`src/rtl/clock_display_if.sv`:
```
// Bundle between the time-of-day counter/set controls and the four seven-segment digits.
interface clock_display_if;
    logic [4:0] hour;
    logic [5:0] min;
    logic [5:0] sec;
    logic       set;
    logic [1:0] sethms;
    logic       pageSel;
    logic [6:0] hex3;
    logic [6:0] hex2;
    logic [6:0] hex1;
    logic [6:0] hex0;

    modport master (output hour, min, sec, set, sethms, pageSel,
                    input  hex3, hex2, hex1, hex0);
    modport slave  (input  hour, min, sec, set, sethms, pageSel,
                    output hex3, hex2, hex1, hex0);
endinterface

```
`src/rtl/clock_display.sv`:
```
// Four-digit HH:MM / MM:SS display: synchronises counter values, converts them to BCD with a
// free-running double-dabble loop and drives active-low segments with set-mode blinking.
module clock_display #(
    parameter int BLINK_HALF = 12500000
) (
    input  logic           clk,
    input  logic           resetN,
    clock_display_if.slave disp
);
    localparam int         CW        = (BLINK_HALF > 1) ? $clog2(BLINK_HALF) : 1;
    localparam logic [6:0] SEG_BLANK = 7'h7F;
    localparam logic [6:0] SEG_DASH  = 7'b0111111;

    typedef struct packed {
        logic [4:0] hour;
        logic [5:0] min;
        logic [5:0] sec;
        logic       set;
        logic [1:0] sethms;
        logic       page_sel;
    } word_t;

    typedef enum logic [1:0] {IDLE, CONV, LOAD} state_t;

    word_t          in_word;
    word_t          sync1_reg, sync2_reg, prev_reg;
    word_t          snap_reg, snap_next;
    state_t         state_reg, state_next;
    logic [2:0]     conv_cnt_reg, conv_cnt_next;
    logic [5:0]     bin_l_reg, bin_l_next, bin_r_reg, bin_r_next;
    logic [7:0]     bcd_l_reg, bcd_l_next, bcd_r_reg, bcd_r_next;
    logic [13:0]    shift_l, shift_r;
    logic [CW-1:0]  blink_cnt_reg, blink_cnt_next;
    logic           hidden_reg, hidden_next;
    logic [3:0][6:0] hex_reg, hex_next;
    logic           stable, set_rise;
    logic           left_bad, right_bad, left_blank, right_blank;

    function automatic logic [7:0] dabble_adj(input logic [7:0] b);
        logic [7:0] r;
        r = b;
        if (r[3:0] >= 4'd5) r[3:0] = r[3:0] + 4'd3;
        if (r[7:4] >= 4'd5) r[7:4] = r[7:4] + 4'd3;
        return r;
    endfunction

    function automatic logic [6:0] seg7(input logic [3:0] d);
        case (d)
            4'd0:    return 7'b1000000;
            4'd1:    return 7'b1111001;
            4'd2:    return 7'b0100100;
            4'd3:    return 7'b0110000;
            4'd4:    return 7'b0011001;
            4'd5:    return 7'b0010010;
            4'd6:    return 7'b0000010;
            4'd7:    return 7'b1111000;
            4'd8:    return 7'b0000000;
            4'd9:    return 7'b0010000;
            default: return SEG_BLANK;
        endcase
    endfunction

    function automatic logic [5:0] left_bin(input word_t w);
        return w.page_sel ? w.min : {1'b0, w.hour};
    endfunction

    function automatic logic [5:0] right_bin(input word_t w);
        return w.page_sel ? w.sec : w.min;
    endfunction

    assign in_word  = '{hour: disp.hour, min: disp.min, sec: disp.sec, set: disp.set,
                        sethms: disp.sethms, page_sel: disp.pageSel};
    assign stable   = (sync2_reg == prev_reg);
    assign set_rise = sync2_reg.set & ~prev_reg.set;

    assign disp.hex3 = hex_reg[3];
    assign disp.hex2 = hex_reg[2];
    assign disp.hex1 = hex_reg[1];
    assign disp.hex0 = hex_reg[0];

    always_ff @(posedge clk or negedge resetN) begin
        if (!resetN) begin
            sync1_reg     <= '0;
            sync2_reg     <= '0;
            prev_reg      <= '0;
            snap_reg      <= '0;
            state_reg     <= IDLE;
            conv_cnt_reg  <= '0;
            bin_l_reg     <= '0;
            bin_r_reg     <= '0;
            bcd_l_reg     <= '0;
            bcd_r_reg     <= '0;
            blink_cnt_reg <= '0;
            hidden_reg    <= 1'b0;
            hex_reg       <= {4{SEG_BLANK}};
        end else begin
            sync1_reg     <= in_word;
            sync2_reg     <= sync1_reg;
            prev_reg      <= sync2_reg;
            snap_reg      <= snap_next;
            state_reg     <= state_next;
            conv_cnt_reg  <= conv_cnt_next;
            bin_l_reg     <= bin_l_next;
            bin_r_reg     <= bin_r_next;
            bcd_l_reg     <= bcd_l_next;
            bcd_r_reg     <= bcd_r_next;
            blink_cnt_reg <= blink_cnt_next;
            hidden_reg    <= hidden_next;
            hex_reg       <= hex_next;
        end
    end

    // A set rising edge restarts the blink so the edited field is visible first.
    always_comb begin
        blink_cnt_next = blink_cnt_reg + CW'(1);
        hidden_next    = hidden_reg;
        if (set_rise) begin
            blink_cnt_next = '0;
            hidden_next    = 1'b0;
        end else if (blink_cnt_reg == CW'(BLINK_HALF - 1)) begin
            blink_cnt_next = '0;
            hidden_next    = ~hidden_reg;
        end
    end

    always_comb begin
        left_bad    = snap_reg.page_sel ? (snap_reg.min > 6'd59) : (snap_reg.hour > 5'd23);
        right_bad   = snap_reg.page_sel ? (snap_reg.sec > 6'd59) : (snap_reg.min > 6'd59);
        left_blank  = snap_reg.set && hidden_reg &&
                      (snap_reg.sethms == (snap_reg.page_sel ? 2'b01 : 2'b00));
        right_blank = snap_reg.set && hidden_reg &&
                      (snap_reg.sethms == (snap_reg.page_sel ? 2'b10 : 2'b01));
    end

    always_comb begin
        state_next    = state_reg;
        conv_cnt_next = conv_cnt_reg;
        snap_next     = snap_reg;
        bin_l_next    = bin_l_reg;
        bin_r_next    = bin_r_reg;
        bcd_l_next    = bcd_l_reg;
        bcd_r_next    = bcd_r_reg;
        hex_next      = hex_reg;
        shift_l       = {dabble_adj(bcd_l_reg), bin_l_reg} << 1;
        shift_r       = {dabble_adj(bcd_r_reg), bin_r_reg} << 1;
        case (state_reg)
            IDLE: begin
                // Only an unchanged synced word is captured, so a counter mid-update never shows.
                if (stable) snap_next = sync2_reg;
                bin_l_next    = left_bin(snap_next);
                bin_r_next    = right_bin(snap_next);
                bcd_l_next    = '0;
                bcd_r_next    = '0;
                conv_cnt_next = '0;
                state_next    = CONV;
            end
            CONV: begin
                bcd_l_next    = shift_l[13:6];
                bin_l_next    = shift_l[5:0];
                bcd_r_next    = shift_r[13:6];
                bin_r_next    = shift_r[5:0];
                conv_cnt_next = conv_cnt_reg + 3'd1;
                if (conv_cnt_reg == 3'd5) state_next = LOAD;
            end
            LOAD: begin
                hex_next[3] = left_blank  ? SEG_BLANK : left_bad  ? SEG_DASH : seg7(bcd_l_reg[7:4]);
                hex_next[2] = left_blank  ? SEG_BLANK : left_bad  ? SEG_DASH : seg7(bcd_l_reg[3:0]);
                hex_next[1] = right_blank ? SEG_BLANK : right_bad ? SEG_DASH : seg7(bcd_r_reg[7:4]);
                hex_next[0] = right_blank ? SEG_BLANK : right_bad ? SEG_DASH : seg7(bcd_r_reg[3:0]);
                state_next  = IDLE;
            end
            default: state_next = IDLE;
        endcase
    end
endmodule

```
`src/flat_wrapper.sv`:
```
// flat-port wrapper written by rule: the top's interface ports become plain ports
module clock_display_flat 
#(
    parameter int BLINK_HALF = 12500000
)
  (clk, resetN, disp_hour, disp_min, disp_sec, disp_set, disp_sethms, disp_pageSel, disp_hex3, disp_hex2, disp_hex1, disp_hex0);
  clock_display_if disp_i ();
  input  logic clk;
  input  logic resetN;
  input wire logic [$bits(disp_i.hour)-1:0] disp_hour;
  input wire logic [$bits(disp_i.min)-1:0] disp_min;
  input wire logic [$bits(disp_i.sec)-1:0] disp_sec;
  input wire logic [$bits(disp_i.set)-1:0] disp_set;
  input wire logic [$bits(disp_i.sethms)-1:0] disp_sethms;
  input wire logic [$bits(disp_i.pageSel)-1:0] disp_pageSel;
  output wire logic [$bits(disp_i.hex3)-1:0] disp_hex3;
  output wire logic [$bits(disp_i.hex2)-1:0] disp_hex2;
  output wire logic [$bits(disp_i.hex1)-1:0] disp_hex1;
  output wire logic [$bits(disp_i.hex0)-1:0] disp_hex0;
  assign disp_i.hour = disp_hour;
  assign disp_i.min = disp_min;
  assign disp_i.sec = disp_sec;
  assign disp_i.set = disp_set;
  assign disp_i.sethms = disp_sethms;
  assign disp_i.pageSel = disp_pageSel;
  assign disp_hex3 = disp_i.hex3;
  assign disp_hex2 = disp_i.hex2;
  assign disp_hex1 = disp_i.hex1;
  assign disp_hex0 = disp_i.hex0;
  clock_display #(.BLINK_HALF(BLINK_HALF)) u_core (.clk(clk), .resetN(resetN), .disp(disp_i));
endmodule
```
`config.mk`:
```
export PLATFORM = sky130hd
export DESIGN_NAME = clock_display_flat
export DESIGN_NICKNAME = d
export VERILOG_FILES = /design/src/rtl/clock_display_if.sv /design/src/rtl/clock_display.sv /design/src/flat_wrapper.sv
export SDC_FILE = /design/constraint.sdc
export NUM_CORES = 1
export LEC_CHECK = 0
export CAP_MARGIN = 0
export CELL_PAD_IN_SITES_DETAIL_PLACEMENT = 0
export CELL_PAD_IN_SITES_GLOBAL_PLACEMENT = 1
export CORE_MARGIN = 3
export CORE_UTILIZATION = 48
export DETAILED_ROUTE_END_ITERATION = 8
export PLACE_DENSITY = 0.88
export SLEW_MARGIN = 5
export SYNTH_ARGS = -nofsm -noshare
export SYNTH_HDL_FRONTEND = slang
export SYNTH_SLANG_ARGS = --single-unit
```
`constraint.sdc`:
```
create_clock -name clk -period 2.5 [get_ports clk]
set_input_delay 0.375 -clock clk [delete_from_list [all_inputs] [get_ports clk]]
set_output_delay 0.375 -clock clk [all_outputs]
set_load 0.01 [all_outputs]
```
==> impl_metrics.env <==
export IMPL_synth_warning_count=0
export IMPL_yosys_area_share_simple_pct=12.5
export IMPL_setup_viol=0
export IMPL_portBuffers=50
export IMPL_slew_headroom_pct=35.2
export IMPL_synth_top_area_share_pct=46.7
export IMPL_final_common_cell="dfrtp_1"
export IMPL_routed_via_density=5.44
export IMPL_switching_power_uw=1390
export IMPL_tightest_slew_ps=965
export IMPL_grt_max_degree=72
export IMPL_drcViolationCount=0
export IMPL_maxCapViolations=0
export IMPL_cts_buffers_inserted=17
export IMPL_ys_flop_type="dfrtp_1"
export IMPL_max_stage_delay_ps=820
export IMPL_synth_seq_cells=170
export IMPL_diodes=0
export IMPL_initial_utilization_pct=49.5
export IMPL_drt_iter0_markers=287
export IMPL_start_kind="flip-flop"
export IMPL_fp_dieH_um=132
export IMPL_ys_seq_area_share_pct=56.4
export IMPL_critical_path_class="flip-flop to flip-flop"
export IMPL_syn_area_per_cell_um2=11.4
export IMPL_dp_hpwl_um=10200
export IMPL_largest_register_ffs=24
export IMPL_crit_chain="xnor2_1 > nand2_1 > or4_1 > a2111oi_0 > o41ai_1"
export IMPL_worst_setup_path_end_kind="flip-flop"
export IMPL_antenna_found_initial=0
export IMPL_cpLargestDelayFamily="simple AND/OR/NAND/NOR gates"
export IMPL_seqPwrFrac_pct=50.3
export IMPL_synth_edf_count=0
export IMPL_max_vdd_ir_drop_mv=0.547
export IMPL_grt_pass1_vias=5297
export IMPL_crit_fanout=12
export IMPL_finClkSkew_ps=9.44
export IMPL_cts_tree="done"
export IMPL_p_int_uw=4350
export IMPL_core_area_um2=15400
export IMPL_cp_arrival_ps=2520
export IMPL_post_cts_buffers=0
export IMPL_clk_path_buf_depth=2
export IMPL_cts_sinks=170
export IMPL_hold_viol_final=0
export IMPL_switching_share_pct=24.2
export IMPL_synth_xor_area_share_pct=5.87
export IMPL_ios=51
export IMPL_drive_gt1_share_pct=14.9
export IMPL_grt_util_all_layers_pct=18.1
export IMPL_fmax_mhz=451
export IMPL_ys_types=56
export IMPL_synthAdderAreaFrac_pct=4.61
export IMPL_die_x_um=132
export IMPL_power_frac_clock_pct=46.0
export IMPL_nNetsFinal=769
export IMPL_overflow=0
export IMPL_synthMuxAreaShare_pct=4.57
export IMPL_detail_route_first_pass_iterations=4
export IMPL_required_ps=2800
export IMPL_comb_power_share_pct=3.6
export IMPL_final_cell_mix="dfrtp_1 (142), nor2_1 (54), clkdlybuf4s50_1 (49)"
export IMPL_gp_congestion=0.829
export IMPL_status="complete, no violations"
export IMPL_synth_top_family_by_area="compound AO/OA/AOI/OAI gates"
export IMPL_fin_setup_tns_ps=0
export IMPL_synth_largest_area_cell="dfrtp_1"
export IMPL_routed_wirelength_um=15200
export IMPL_cts_root_buf="clkbuf_16"
export IMPL_syn_inst=666
export IMPL_htreeDepth=4
export IMPL_syn_area_um2=7610
export IMPL_syn_nets=717
export IMPL_num_vias=5129
export IMPL_hold_class="flip-flop to flip-flop"
export IMPL_ant_nets=0
export IMPL_period_share_pct=88.6
export IMPL_layout_min_cycle_time_ps=2220
export IMPL_rsz0062_at_grt="no"
export IMPL_grt_pass1_wl_um=26000
export IMPL_async_flop_share_pct=100
export IMPL_cp_num_buf_inv=0
export IMPL_critPathSlowestCell="or4_1"
export IMPL_ys_top_cells_by_area="dfrtp_1 (47%), dfstp_2 (9.7%), ha_1 (4.6%)"
export IMPL_num_rows=45
export IMPL_dieArea_um2=17400
export IMPL_wl_per_cell_um=16.2
export IMPL_insertion_delay_ps=430
export IMPL_synth_compound_area_share_pct=13.2
export IMPL_slew_violations=0
export IMPL_area_delta_synth_final_pct=18.2
export IMPL_cellLeakagePower_uw=0.00376
export IMPL_fin_util_pct=58.5
export IMPL_powerDensity_nw_per_um2=638
export IMPL_clkTransAtPathRegs_ps=70
==> worst reg2reg max path, cell delays in order (launching register included) <==
cell,delay [ps]
dfrtp_1,420
xnor2_1,160
nand2_1,90
or4_1,820
a2111oi_0,490
o41ai_1,110
==> metrics by stage <==
step / total power (µW) / cell area [µm²] / setup WS [ps] / instances / hold WS [ps]
detailed placement: 3150 / 8370 / 289 / 909 / 286
CTS: 5800 / 8990 / 271 / 942 / 348
floorplan: 3020 / 7610 / 612 / 666 / 79.4
global placement: 3140 / 8370 / 339 / 909 / 283
global route: 5960 / 8990 / 121 / 942 / 355
finish: 5740 / 8990 / 285 / 942 / 347
==> cells by family (layout without fill, tap and decap cells) <==
| family | after synthesis | in the layout |
|---|---|---|
| and+or+nand+nor | 188 | 188 |
| DFF | 170 | 170 |
| AOI/OAI and AO/OA | 144 | 144 |
| buffers and inverters | 53 | 118 |
| xor gates and xnor gates | 51 | 51 |
| muxes | 32 | 32 |
| adders and majority gates | 28 | 28 |
==> layout make-up <==
type,instances,area [µm²]
inverter,19,71.3
fill,1221,6380
sequential,170,4290
tap,211,264
clock inverter,15,181
timing repair buffer,67,657
multi-input combinational,443,3100
clock buffer,17,425
==> what timing repair did <==
action                                 in CTS  in global routing
hold buffers                                1                  0
endpoints found under the hold margin       5                  0
gates resized for setup                     0                  0
==> per-layer routing <==
metal | GRT usage, % | routed length [µm]
met5 | 0 | 0
met2 | 29.7 | 7440
met3 | 4.58 | 529
met1 | 24.0 | 6980
met4 | 5.43 | 265
==> synthesized netlist by cell type, types with 4 or more instances <==
cell type,n
o22ai_1,11
nor2_1,54
o22a_1,11
o41ai_1,7
a2111oi_2,5
a22o_1,9
nor3_1,9
xnor2_1,33
dfstp_2,28
nand2_1,43
nand3_1,19
nand4_1,9
mux2_1,6
a21oi_1,30
dfrtp_1,142
buf_1,4
nor2b_1,18
nor3b_1,5
clkbuf_1,21
mux2_2,16
ha_1,28
inv_1,18
a221oi_1,7
o21ai_0,30
nand2b_1,10
mux2i_1,10
xor2_1,18
a31oi_1,9
buf_2,8
a22oi_1,7
==> power groups by stage <==
| stage | clock network [µW] | registers [µW] | logic (µW) |
|---|---|---|---|
| after floorplan | 0 | 2920 | 94.9 |
| after global placement | 0 | 2930 | 205 |
| after detailed placement | 0 | 2940 | 213 |
| after CTS | 2700 | 2890 | 217 |
| after global routing | 2830 | 2900 | 238 |
| final | 2640 | 2890 | 209 |
==> path summary, 6_finish.rpt <==
path	startpoint	endpoint	slack, ps	cells past startpoint
max	u_core.sync2_reg[6]$_DFF_PN0_	u_core.bin_l_reg[1]$_DFFE_PN0P_	280	5
min in group asynchronous	resetN	u_core.bcd_r_reg[2]$_DFFE_PN0P_	400	2
max in group asynchronous	resetN	u_core.sync1_reg[8]$_DFF_PN0_	1380	3
min	u_core.sync1_reg[11]$_DFF_PN0_	u_core.sync2_reg[11]$_DFF_PN0_	350	0
min reg2reg	u_core.sync1_reg[11]$_DFF_PN0_	u_core.sync2_reg[11]$_DFF_PN0_	350	0
max reg2reg	u_core.sync2_reg[6]$_DFF_PN0_	u_core.bin_l_reg[1]$_DFFE_PN0P_	280	5
Note: power is estimated with default switching activity, not from simulation.
==> RTL edit (config.mk and constraints unchanged) <==
Reset style: synchronous (`resetN`), changed in one clocked block.
--- a/src/rtl/clock_display.sv
+++ b/src/rtl/clock_display.sv
@@ -79,5 +79,5 @@
     assign disp.hex0 = hex_reg[0];
 
-    always_ff @(posedge clk or negedge resetN) begin
+    always_ff @(posedge clk) begin
         if (!resetN) begin
             sync1_reg     <= '0;
Check against the original RTL: differs if resetN is asserted again (counterexample within 10 cycles, from zero or initial values and one cycle with resetN low); with resetN held inactive, the same outputs for 10 cycles.
==> RTL edit against the unedited design <==
Total power rose by 11%; highest routed layer unchanged; wire length rose by 4.6%; largest cell class is now multi-input gates; sequential cell count rose by 28; setup slack got worse by 0.074 ns; utilization fell by 0.21 points; die area rose by 11%; synthesized area rose by 11%; clock power rose by 9.8%; final area rose by 9.4%.
==> RTL edit: results (changes against the unedited design) <==
run_status:
  status: "finished clean"  # unchanged
yosys:
  synthTopCellsByCount: "dfxtp_1, nand2_1, inv_1"  # was dfrtp_1, nor2_1, nand2_1
  syn_inst: 904  # was 666
  yosys_warnings: 0  # unchanged
  yosys.area_share.xor_xnor: 0.0435  # was 0.0587
  ys_types: 65  # was 56
  synth_area_leaders: "dfxtp_1, ha_1, nand2_1, and2_1, xnor2_1"  # was dfrtp_1, dfstp_2, ha_1, xnor2_1, nor2_1
  synthArstFlopShare: 0  # was 1.00
  synth-compound-area-share: 0.148  # was 0.132
  synth_nets: 959  # was 717
  yosys.area_share.adder: 0.0474  # was 0.0461
  synthMuxAreaShare: 0.0261  # was 0.0457
  yosys.area.top_type: "dfxtp_1"  # was dfrtp_1
  yosysSeqAreaShare: 0.469  # was 0.564
routing:
  wl_per_cell_um: 13.5  # was 16.2 µm
  drt_iter0_drc: 413  # was 287
  wl_met1_mm: 7.84  # was 6.98 mm
  dr_wl_met2_mm: 7.23  # was 7.44 mm
  wl_met3_um: 700  # was 529 µm
  drcViolationCount: 0  # unchanged
  vias: 6180  # was 5129
  firstDrtPassIters: 6  # was 4
worst_setup_path:
  cpPeakStageDelay_ns: 0.35  # was 0.82 ns
  arrival_ns: 2.60  # was 2.52 ns
  slowest_stage: "dfxtp_1"  # was or4_1
  crit_fanout: 3  # was 12
  r2r_cells: 10  # was 5
  cp-startpoint: "u_core.bcd_r_reg[1]"  # was u_core.sync2_reg[6]
layout:
  diodes: 0  # unchanged
  stdcell_count: 1177  # was 942
  drive_above_1_share: 0.116  # was 0.149
  nets: 999  # was 769
min_path:
  hp-start: "resetN"  # was u_core.sync1_reg[11]
  hold_depth: 2  # was 0
  min_path_type: "input pin to flip-flop"  # was flip-flop to flip-flop
  min_to: "u_core.disp.hex0[0]"  # was u_core.sync2_reg[11]
timing:
  hold_slack_ns: 0.212  # was 0.347 ns
  skew_ns: 0.0120  # was 0.00944 ns
  relSlewSlack: 0.400  # was 0.352
  fin_ws_ns: 0.211  # was 0.285 ns
placement:
  place_inst: 1145  # was 909
  gp_congestion: 0.825  # was 0.829
  io_buffers: 50  # unchanged
  post_dp_cell_area_um2: 9150  # was 8370 µm²
  place_hpwl_mm: 10.9  # was 10.2 mm
  place_ws_ns: 0.169  # was 0.289 ns
clock_network:
  cts_made_buffers: 17  # unchanged
global_route:
  antenna_found_initial: 0  # unchanged
  grt_util_all_layers: 0.170  # was 0.181
  grt_pass1_wl_mm: 27.7  # was 26.0 mm
  grt_max_degree: 97  # was 72
  grt_pass1_vias: 5762  # was 5297
power:
  vdd_drop_max_v: 0.000546  # was 0.000547 V
  cellLeakagePower_nw: 3.82  # was 3.76 nW
RTL edit: cell types whose count changed after synthesis, sizes merged, moves of 28 or more:
cell and change:
nand2 +59, dfrtp -142, dfstp -28, inv +35
and2 +51, dfxtp +198
RTL edit: cell type report:
class	instances	area, µm²
repair buffers	72	663
multi-input cells	602	4070
flip-flops and latches	198	3970
clock inverters	15	235
clock buffers	17	425
well taps	220	275
fillers	1467	7040
inverters	53	199
RTL edit: cells by family after synthesis:
group | Yosys count
DFF | 198
xor gates and xnor gates | 42
and+or+nand+nor | 331
AOI/OAI and AO/OA | 175
buffers and inverters | 104
muxes | 22
adders and majority gates | 32
RTL edit: routing by layer:
metal	GRT usage	vias to the layer above
li1	-	3218
met1	0.232	2814
met2	0.270	135
met3	0.0438	13
met4	0.0433	0
met5	0	-
RTL edit: power by group:
group | switching, mW | internal (mW)
Combinational | 0.140 | 0.108
Clock | 1.48 | 1.42
Sequential | 0.0292 | 3.20
